[src/rtl/filter_pkg.sv]
// Shared types for the filter frame sequencer: sequencer state, RGB pixel type
// and the kernel border helper.
package filter_pkg;

    typedef enum logic [1:0] {
        StIdle,
        StRun,
        StFlush,
        StDone
    } seq_state_e;

    // RGB 8:8:8
    typedef logic [23:0] pixel_t;

    // Number of zero pixels added on each side of the frame for an odd kernel.
    function automatic int unsigned border_width(input int unsigned kernel_size);
        return (kernel_size - 1) / 2;
    endfunction

endpackage

[src/rtl/filter_raster_cnt.sv]
// Column/row walker over the zero-padded raster. Reports whether the current
// position is border padding and whether it is the final position.
module filter_raster_cnt #(
    parameter int unsigned WIDTH  = 320,
    parameter int unsigned HEIGHT = 240,
    parameter int unsigned BORDER = 1
) (
    input  logic clk,
    input  logic reset,
    input  logic clear,
    input  logic advance,
    output logic last,
    output logic pad
);

    localparam int unsigned PadW = WIDTH + 2 * BORDER;
    localparam int unsigned PadH = HEIGHT + 2 * BORDER;
    localparam int unsigned ColW = (PadW > 1) ? $clog2(PadW) : 1;
    localparam int unsigned RowW = (PadH > 1) ? $clog2(PadH) : 1;

    localparam logic [ColW-1:0] ColLast = ColW'(PadW - 1);
    localparam logic [RowW-1:0] RowLast = RowW'(PadH - 1);

    logic [ColW-1:0] col_q, col_d;
    logic [RowW-1:0] row_q, row_d;

    // Next position: clear on frame start, otherwise step and wrap on advance.
    always_comb begin
        col_d = col_q;
        row_d = row_q;
        if (clear) begin
            col_d = '0;
            row_d = '0;
        end else if (advance) begin
            if (col_q == ColLast) begin
                col_d = '0;
                row_d = (row_q == RowLast) ? '0 : row_q + 1'b1;
            end else begin
                col_d = col_q + 1'b1;
            end
        end
    end

    // Position registers.
    always_ff @(posedge clk) begin
        if (reset) begin
            col_q <= '0;
            row_q <= '0;
        end else begin
            col_q <= col_d;
            row_q <= row_d;
        end
    end

    assign last = (col_q == ColLast) && (row_q == RowLast);

    // With no border every position is a real pixel.
    if (BORDER == 0) begin : g_no_border
        assign pad = 1'b0;
    end else begin : g_border
        localparam logic [ColW-1:0] ColLo = ColW'(BORDER);
        localparam logic [ColW-1:0] ColHi = ColW'(WIDTH + BORDER);
        localparam logic [RowW-1:0] RowLo = RowW'(BORDER);
        localparam logic [RowW-1:0] RowHi = RowW'(HEIGHT + BORDER);
        assign pad = (row_q < RowLo) || (row_q >= RowHi) ||
                     (col_q < ColLo) || (col_q >= ColHi);
    end

endmodule

[src/rtl/filter_frame_sequencer.sv]
// Frame sequencer for the 3-channel convolution filter: streams one padded
// frame into the filter, drains it with zero pixels and counts the results.
// Optional FLUSH watchdog: define FILTER_SEQ_TIMEOUT_EN.
module filter_frame_sequencer
    import filter_pkg::*;
#(
    parameter int unsigned WIDTH       = 320,
    parameter int unsigned HEIGHT      = 240,
    parameter int unsigned KERNEL_SIZE = 3,
    parameter int unsigned FLUSH_MAX   = 4096,
    localparam int unsigned PixCntW    = $clog2(WIDTH * HEIGHT + 1)
) (
    input  logic               clk,
    input  logic               reset,
    input  logic               start,
    output logic               busy,
    output logic               done,
    output logic               err,
    input  logic               src_valid,
    output logic               src_ready,
    input  pixel_t             src_data,
    output logic               f_ivalid,
    output pixel_t             f_idata,
    input  logic               f_ovalid,
    input  pixel_t             f_odata,
    output logic               o_valid,
    output pixel_t             o_data,
    output logic [PixCntW-1:0] pix_cnt
);

    localparam int unsigned Border = border_width(KERNEL_SIZE);
    localparam logic [PixCntW-1:0] LastCnt = PixCntW'(WIDTH * HEIGHT - 1);

    seq_state_e         state_q, state_d;
    logic [PixCntW-1:0] pix_cnt_q, pix_cnt_d;
    logic               f_ivalid_q, f_ivalid_d;
    pixel_t             f_idata_q, f_idata_d;
    logic               ras_clear, ras_advance, ras_last, ras_pad;
    logic               in_frame;

`ifdef FILTER_SEQ_TIMEOUT_EN
    localparam int unsigned FlushCntW = (FLUSH_MAX > 1) ? $clog2(FLUSH_MAX) : 1;
    localparam logic [FlushCntW-1:0] FlushLast = FlushCntW'(FLUSH_MAX - 1);
    logic [FlushCntW-1:0] flush_cnt_q, flush_cnt_d;
    logic                 err_q, err_d;
`endif

    filter_raster_cnt #(
        .WIDTH  (WIDTH),
        .HEIGHT (HEIGHT),
        .BORDER (Border)
    ) u_raster (
        .clk     (clk),
        .reset   (reset),
        .clear   (ras_clear),
        .advance (ras_advance),
        .last    (ras_last),
        .pad     (ras_pad)
    );

    assign in_frame = (state_q == StRun) || (state_q == StFlush);

    // Next state, raster stepping, filter input and result counting.
    always_comb begin
        state_d     = state_q;
        pix_cnt_d   = pix_cnt_q;
        f_ivalid_d  = 1'b0;
        f_idata_d   = '0;
        ras_clear   = 1'b0;
        ras_advance = 1'b0;
        src_ready   = 1'b0;
`ifdef FILTER_SEQ_TIMEOUT_EN
        err_d       = err_q;
        flush_cnt_d = (state_q == StFlush) ? flush_cnt_q + 1'b1 : '0;
`endif

        unique case (state_q)
            StIdle: begin
                if (start) begin
                    ras_clear = 1'b1;
                    pix_cnt_d = '0;
`ifdef FILTER_SEQ_TIMEOUT_EN
                    err_d     = 1'b0;
`endif
                    state_d   = StRun;
                end
            end
            StRun: begin
                src_ready = !ras_pad;
                if (ras_pad) begin
                    // Border pixel is generated locally as zero.
                    f_ivalid_d  = 1'b1;
                    ras_advance = 1'b1;
                end else if (src_valid) begin
                    f_ivalid_d  = 1'b1;
                    f_idata_d   = src_data;
                    ras_advance = 1'b1;
                end
                if (ras_advance && ras_last) begin
                    state_d = StFlush;
                end
            end
            StFlush: begin
                // The filter only produces output while it sees input.
                f_ivalid_d = 1'b1;
            end
            StDone: begin
                state_d = StIdle;
            end
            default: begin
                state_d = StIdle;
            end
        endcase

        if (in_frame && f_ovalid) begin
            pix_cnt_d = pix_cnt_q + 1'b1;
            if (pix_cnt_q == LastCnt) begin
                state_d = StDone;
            end
        end

`ifdef FILTER_SEQ_TIMEOUT_EN
        if ((state_q == StFlush) && (state_d != StDone) && (flush_cnt_q == FlushLast)) begin
            err_d   = 1'b1;
            state_d = StDone;
        end
`endif

        // Filter input is idle during the DONE cycle.
        if (state_d == StDone) begin
            f_ivalid_d = 1'b0;
            f_idata_d  = '0;
        end
    end

    // State and output registers.
    always_ff @(posedge clk) begin
        if (reset) begin
            state_q    <= StIdle;
            pix_cnt_q  <= '0;
            f_ivalid_q <= 1'b0;
            f_idata_q  <= '0;
        end else begin
            state_q    <= state_d;
            pix_cnt_q  <= pix_cnt_d;
            f_ivalid_q <= f_ivalid_d;
            f_idata_q  <= f_idata_d;
        end
    end

`ifdef FILTER_SEQ_TIMEOUT_EN
    // Watchdog counter and sticky error flag.
    always_ff @(posedge clk) begin
        if (reset) begin
            flush_cnt_q <= '0;
            err_q       <= 1'b0;
        end else begin
            flush_cnt_q <= flush_cnt_d;
            err_q       <= err_d;
        end
    end

    assign err = err_q;
`else
    assign err = 1'b0;
`endif

    assign busy     = (state_q != StIdle);
    assign done     = (state_q == StDone);
    assign f_ivalid = f_ivalid_q;
    assign f_idata  = f_idata_q;
    assign o_valid  = f_ovalid && in_frame;
    assign o_data   = f_odata;
    assign pix_cnt  = pix_cnt_q;

endmodule

[config.mk]
export PLATFORM = sky130hd
export DESIGN_NAME = filter_frame_sequencer
export DESIGN_NICKNAME = d
export VERILOG_FILES = /design/src/rtl/filter_pkg.sv /design/src/rtl/filter_raster_cnt.sv /design/src/rtl/filter_frame_sequencer.sv
export SDC_FILE = /design/constraint.sdc
export NUM_CORES = 1
export LEC_CHECK = 0
export ABC_AREA = 1
export BUFFER_PORTS_ARGS = -buffer_cell sky130_fd_sc_hd__clkbuf_2
export CAP_MARGIN = 20
export CORE_MARGIN = 10
export CORE_UTILIZATION = 53
export DETAILED_ROUTE_END_ITERATION = 10
export PLACE_DENSITY = 0.86
export SLEW_MARGIN = 40
export SYNTH_ARGS = -nofsm -noshare
export SYNTH_HDL_FRONTEND = slang
export SYNTH_HIERARCHICAL = 1
export SYNTH_SLANG_ARGS = --single-unit
export TNS_END_PERCENT = 30
[constraint.sdc]
create_clock -name clk -period 3.74 [get_ports clk]
set_clock_uncertainty 0.05 [all_clocks]
set_input_delay 0.187 -clock clk [delete_from_list [all_inputs] [get_ports clk]]
set_output_delay 0.187 -clock clk [all_outputs]
set_load 0.005 [all_outputs]
==> results of run 1 <==
==> state kept, by name, summed over array words and instances, names as in the netlist <==
| name | cells |
|---|---|
| f_idata | 24 |
| pix_cnt | 17 |
| u_raster/col_q | 9 |
| u_raster/row_q | 8 |
| state_q | 2 |
| f_ivalid | 1 |
==> what timing repair did <==
item,4_1_cts,5_1_grt
setup endpoints to repair,0,0
hold buffers,18,0
hold endpoints to repair,18,0
==> per-stage QoR <==
step | power, mW | instance area, um2
final | 1.34 | 3760
after global routing | 1.39 | 3760
after CTS | 1.34 | 3760
after detailed placement | 0.757 | 3390
after global placement | 0.754 | 3390
after floorplan | 0.749 | 3170
==> power breakdown <==
| group | leakage (nW) | internal, mW | switching, mW |
|---|---|---|---|
| clock | 0.0992 | 0.321 | 0.254 |
| sequential | 0.492 | 0.653 | 0.00431 |
| combinational | 1.25 | 0.0431 | 0.0603 |
| total | 1.84 | 1.02 | 0.318 |
==> per-layer routing <==
metal | part of all wire | routed length, um
met4 | 0.023 | 182
met1 | 0.41 | 3220
met2 | 0.44 | 3450
met3 | 0.12 | 918
met5 | 0 | 0
==> critical path: stages (launching register included) <==
cell,delay (ns)
dfxtp_1,0.33
inv_1,0.10
ha_1,0.15
inv_1,0.04
nor2_1,0.10
nand2_1,0.13
inv_1,0.11
a21oi_1,0.04
nand3_1,0.12
inv_1,0.06
a21oi_1,0.59
nand2_1,0.16
nor2_2,0.21
nand3_1,0.15
o21ai_1,0.14
nand2_1,0.06
nor2_1,0.08
==> area by class of cell <==
type / instances / share of cell area
multi-input combinational: 278 / 0.371
sequential: 61 / 0.325
timing repair buffer: 92 / 0.146
inverter: 82 / 0.0822
clock buffer: 11 / 0.0376
tap: 75 / 0.0250
clock inverter: 4 / 0.0130
==> cells in the final DEF (no fill, tap or decap), types with 2 or more instances in the layout <==
master         count
inv_2              3
xor2_1             2
nor3_2             2
o21ai_0           20
nand4_1            7
clkinv_2           3
nor2_2            15
nor2_4             3
nor2_1            58
ha_1              10
o21a_1             3
inv_1             78
dlygate4sd3_1     18
clkbuf_8          10
a21oi_1           19
nor3_1             5
nand2_1           91
o21ai_1            4
nand3_1           23
clkbuf_2          74
nand2_2            7
nor4_1             2
dfxtp_1           61
==> cells by family (layout without fill, tap and decap cells) <==
kind of cell | Yosys count | count (layout) | synth area share
compound gates | 47 | 47 | 0.0775
xor+xnor | 2 | 2 | 0.00553
fa+ha+maj | 10 | 10 | 0.0395
buf+inv | 112 | 189 | 0.173
flops | 61 | 61 | 0.386
other cells | 1 | 1 | 0.00118
simple gates | 218 | 218 | 0.317
==> worst min-delay path by stage <==
stage	slack (ns)	end	startpoint
6_report	0.01	f_idata[7]$_SDFF_PP0_	src_data[7]
5_1_grt	0.01	f_idata[1]$_SDFF_PP0_	src_data[1]
4_1_cts	0.001	f_idata[14]$_SDFF_PP0_	src_data[14]
3_5_place_dp	0.32	o_data[14]	f_odata[14]
3_3_place_gp	0.32	o_data[14]	f_odata[14]
2_1_floorplan	0.25	f_idata[0]$_SDFF_PP0_	src_data[0]
==> impl_metrics.toml, run 1 <==
[cells_and_area]
n_antenna_cell = 0
area_delta_synth_final_pct = 18.8
seqCellArea_mm2 = 0.00122
fillers = 487
multiInputGateArea_mm2 = 0.00140
final_core_util = 0.643
finalNonFillerCells = 603
nNetsFinal = 587
drive_above_1_share = 0.235

[routing]
via_per_inst = 4.91
wl_per_cell_um = 12.9
ant_nets = 0
drtPass1Iterations = 4
route.detailed.drc = 0
vias = 2961
wirelength_um = 7780
first_iter_violations = 174

[critical_path]
crit_path_end = "u_raster/col_q[7]$_SDFFE_PP0P_"
worstSetupStartpointType = "flop"
crit_fanout = 8
ff2ff_path_depth = 16
path_class = "flop to flop"
r2r_setup_slack_ns = 1.06
timing.rr.end = "u_raster/col_q[7]$_SDFFE_PP0P_"
startpoint = "u_raster/row_q[1]$_SDFFE_PP0P_"
worstPathArrival_ns = 2.90
r2r_start = "u_raster/row_q[1]$_SDFFE_PP0P_"
endpoint_kind = "flop"
worst-endpoint-required_ns = 3.96

[clock_network]
cts_setup_buffers = 0
cts_buffers = 9
cts_buffer_depth = 2
root_buffer = "clkbuf_8"
cts_resized = 0
h-tree-depth = 3
clkTransAtPathRegs_ns = 0.07
clock_latency_ns = 0.34
cts.sinks = 61
cts_tree = "built"

[global_routing]
grt_overflow = 0
grt_use_met2 = 0.256
grt_start_max_net_pins = 25
top_usage_layer = "met2"
met1_usage = 0.178
grt_pass1_wl_um = 13200
grt_usage = 0.163
antenna_found_initial = 0
use_met3 = 0.0789
grt_pass1_vias = 2893

[synthesis]
synth-seq-area-share = 0.386
synth_top_cell_area_share = 0.386
synth.avg_cell_area_um2 = 7.02
synth_fp_nets = 514
syn_inst = 451
synth_common_cells = "nand2_1, inv_1, dfxtp_1"
yosysWarnings = 6
synth_flop_cell = "dfxtp_1"
async_flop_share = 0
synth_cell_type_count = 32
yosysMostFrequentCell = "nand2_1"
synth_edf_count = 0
synth_area_leaders = "dfxtp_1, nand2_1, inv_1, nor2_1, buf_4"
synth_area_leader_cell = "dfxtp_1"
synth_area_mm2 = 0.00317
ys_ff_latch = 61

[worst_hold_path]
whs_path_depth = 3
holdCritPathClass = "primary input to flop"

[timing]
min_period_over_period = 0.718
timing.final.ws_setup_ns = 1.06
relSlewSlack = 0.517
post-route-min-period_ns = 2.68
finalHoldViolations = 0
worstMarginPinSlew_ns = 0.725
final_max_slew_viol_count = 0
hold_ws_ns = 0.0102
finalSetupViolCount = 0
fin_tns_setup_ns = 0
rsz0062_at_grt = "no"
max_freq_mhz = 373

[placed_design]
port_buffers = 74
post-place-ws_ns = 1.10
place_inst = 570
gp_congestion = 0.935
dpl.hpwl_um = 5610

[die]
dieArea_mm2 = 0.00946
ios = 124
dieHeight_um = 97.3
row_count = 28
start_util = 0.541
coreArea_mm2 = 0.00585
die_x_um = 97.3

[run_status]
status = "completed"

[power]
leakagePower_nw = 1.84
power_density_mw_per_mm2 = 355
vdd.ir_drop.worst_v = 0.000239

[flow_run]
drv_cap = 0
(Power assumes the default switching activity.)
==> inputs of run 2 (changes only) <==
Settings changed: CORE_UTILIZATION 53 to 44, PLACE_DENSITY 0.86 to 0.76.
Clock period 3.74 ns to 2.38 ns, I/O delays scaled along.
==> run 2 against run 1 <==
Effect of this change: sequential power up 57%; cell count grew 6.3%; non-clock buffer count is 16 higher; largest power group unchanged; critical path depth shrank 3; critical path type unchanged; final area rose by 5.4%; fmax rose by 26%; clock-buffer cell count is 1 lower.
==> impl_metrics.toml, run 2 (synthesis gave the netlist of run 1 again) <==
[cells_and_area]
nNetsFinal = 603
seqCellArea_mm2 = 0.00123
drive_above_1_share = 0.264
fillers = 649
final_cell_mix = "nand2_1, inv_1, clkbuf_2, nor2_1, dfxtp_1"
largest_reg_flops = 24
n_antenna_cell = 0
area_delta_synth_final_pct = 25.3
layout.cells.most_common = "nand2_1"
multiInputGateArea_mm2 = 0.00142
finalNonFillerCells = 641

[critical_path]
crit_chain = "inv_2, ha_1, inv_1, nor2_2, nand2_2, inv_1, a21oi_1, nand3_1, buf_4, nor4_1, nand2_2, buf_12, nor2_1"
endpoint_kind = "flop"
r2r_start = "u_raster/row_q[1]$_SDFFE_PP0P_"
worstPathArrival_ns = 2.36
path_delay_family = "simple AND/OR/NAND/NOR gates"
r2r_setup_slack_ns = 0.25
worstSetupStartpointType = "flop"
worst-endpoint-required_ns = 2.61
timing.rr.end = "f_idata[2]$_SDFF_PP0_"
path_buf_inv = 5
crit_cells = 13
crit_fanout = 24
ff2ff_path_depth = 13
critPathSlowestCell = "nor4_1"
cpPeakStageDelay_ns = 0.40
path_class = "flop to flop"

[placed_design]
place_inst = 595
dpl.hpwl_um = 5710
gp_congestion = 0.863
port_buffers = 74

[global_routing]
grt_overflow = 0
antenna_found_initial = 0
grt_usage = 0.148
grt_start_max_net_pins = 25
grt_pass1_wl_um = 13700
grt_pass1_vias = 2956

[routing]
vias = 3003
wirelength_um = 7910
via_per_inst = 4.68
ant_nets = 0
drtPass1Iterations = 4
route.detailed.drc = 0
first_iter_violations = 126
wl_per_cell_um = 12.3

[clock_network]
root_buffer = "clkbuf_8"
cts_tree = "built"
cts_buffers = 9
h-tree-depth = 3
cts.sinks = 61
clock_latency_ns = 0.34
cts_buffer_depth = 2
clkTransAtPathRegs_ns = 0.07

[die]
ios = 124
dieHeight_um = 105
coreArea_mm2 = 0.00691
row_count = 30
start_util = 0.458
dieArea_mm2 = 0.0110
die_x_um = 105

[worst_hold_path]
hold_path_end = "pix_cnt[6]$_SDFFE_PP0P_"
whs_path_depth = 2
holdCritPathClass = "primary input to flop"
hp-start = "reset"

[timing]
max_freq_mhz = 469
finalHoldViolations = 0
final_max_slew_viol_count = 0
hold_ws_ns = 0.0977
min_period_over_period = 0.896
fin_tns_setup_ns = 0
post-route-min-period_ns = 2.13
finalSetupViolCount = 0

[power]
vdd.ir_drop.worst_v = 0.000288
leakagePower_nw = 1.91
power_density_mw_per_mm2 = 531

[flow_run]
drv_cap = 0

[run_status]
status = "completed"
run 2: final cells by class:
cell class / count / area share
Tap cell: 96 / 0.0303
Inverter: 82 / 0.0779
Sequential cell: 61 / 0.310
Clock buffer: 10 / 0.0322
Timing Repair Buffer: 108 / 0.177
Multi-Input combinational cell: 278 / 0.357
Clock inverter: 6 / 0.0161
run 2: per-stage QoR:
stage	power, mW	utilization	instance area, um2	setup WS, ns
finish	2.10	0.574	3970	0.248
floorplan	1.18	-	3170	0.123
detailed placement	1.20	0.501	3460	0.100
CTS	2.13	0.563	3890	0.0792
global route	2.22	0.574	3970	-0.00789
global placement	1.19	0.501	3460	0.238
run 2: power breakdown:
group	internal, mW	switching [mW]	leakage (nW)
Sequential	1.03	0.00725	0.494
Clock	0.481	0.410	0.0923
Combinational	0.0822	0.0980	1.33
Total	1.59	0.515	1.91
run 2: worst max-delay path by stage:
stage                                    from                             end  slack [ns]
4_1_cts        u_raster/row_q[1]$_SDFFE_PP0P_  u_raster/col_q[7]$_SDFFE_PP0P_        0.08
6_report       u_raster/row_q[1]$_SDFFE_PP0P_           f_idata[2]$_SDFF_PP0_        0.25
3_3_place_gp   u_raster/row_q[0]$_SDFFE_PP0P_  u_raster/col_q[8]$_SDFFE_PP0P_        0.24
2_1_floorplan  u_raster/row_q[1]$_SDFFE_PP0P_  u_raster/col_q[8]$_SDFFE_PP0P_        0.12
5_1_grt        u_raster/col_q[0]$_SDFFE_PP0P_  u_raster/col_q[8]$_SDFFE_PP0P_      -0.008
3_5_place_dp   u_raster/row_q[1]$_SDFFE_PP0P_  u_raster/col_q[8]$_SDFFE_PP0P_        0.10
run 2: timing repair:
action,4_1_cts,5_1_grt
hold buffers,24,0
resized for setup,0,12
setup endpoints to repair,0,37
buffers inserted,0,6
endpoints found under the hold margin,24,0
run 2: metal layers:
metal	part of all wire	routed length [um]	GRT usage
met1	0.42	3330	0.169
met2	0.45	3590	0.229
met3	0.11	875	0.0774
met4	0.016	126	0.0608
met5	0	0	0
run 2: worst register-to-register path, cell delays in order (launching register included):
cell and delay (ns):
dfxtp_2 0.35, inv_2 0.05, ha_1 0.17, inv_1 0.06
nor2_2 0.05, nand2_2 0.09, inv_1 0.06, a21oi_1 0.11
nand3_1 0.11, buf_4 0.15, nor4_1 0.40, nand2_2 0.13
buf_12 0.18, nor2_1 0.11
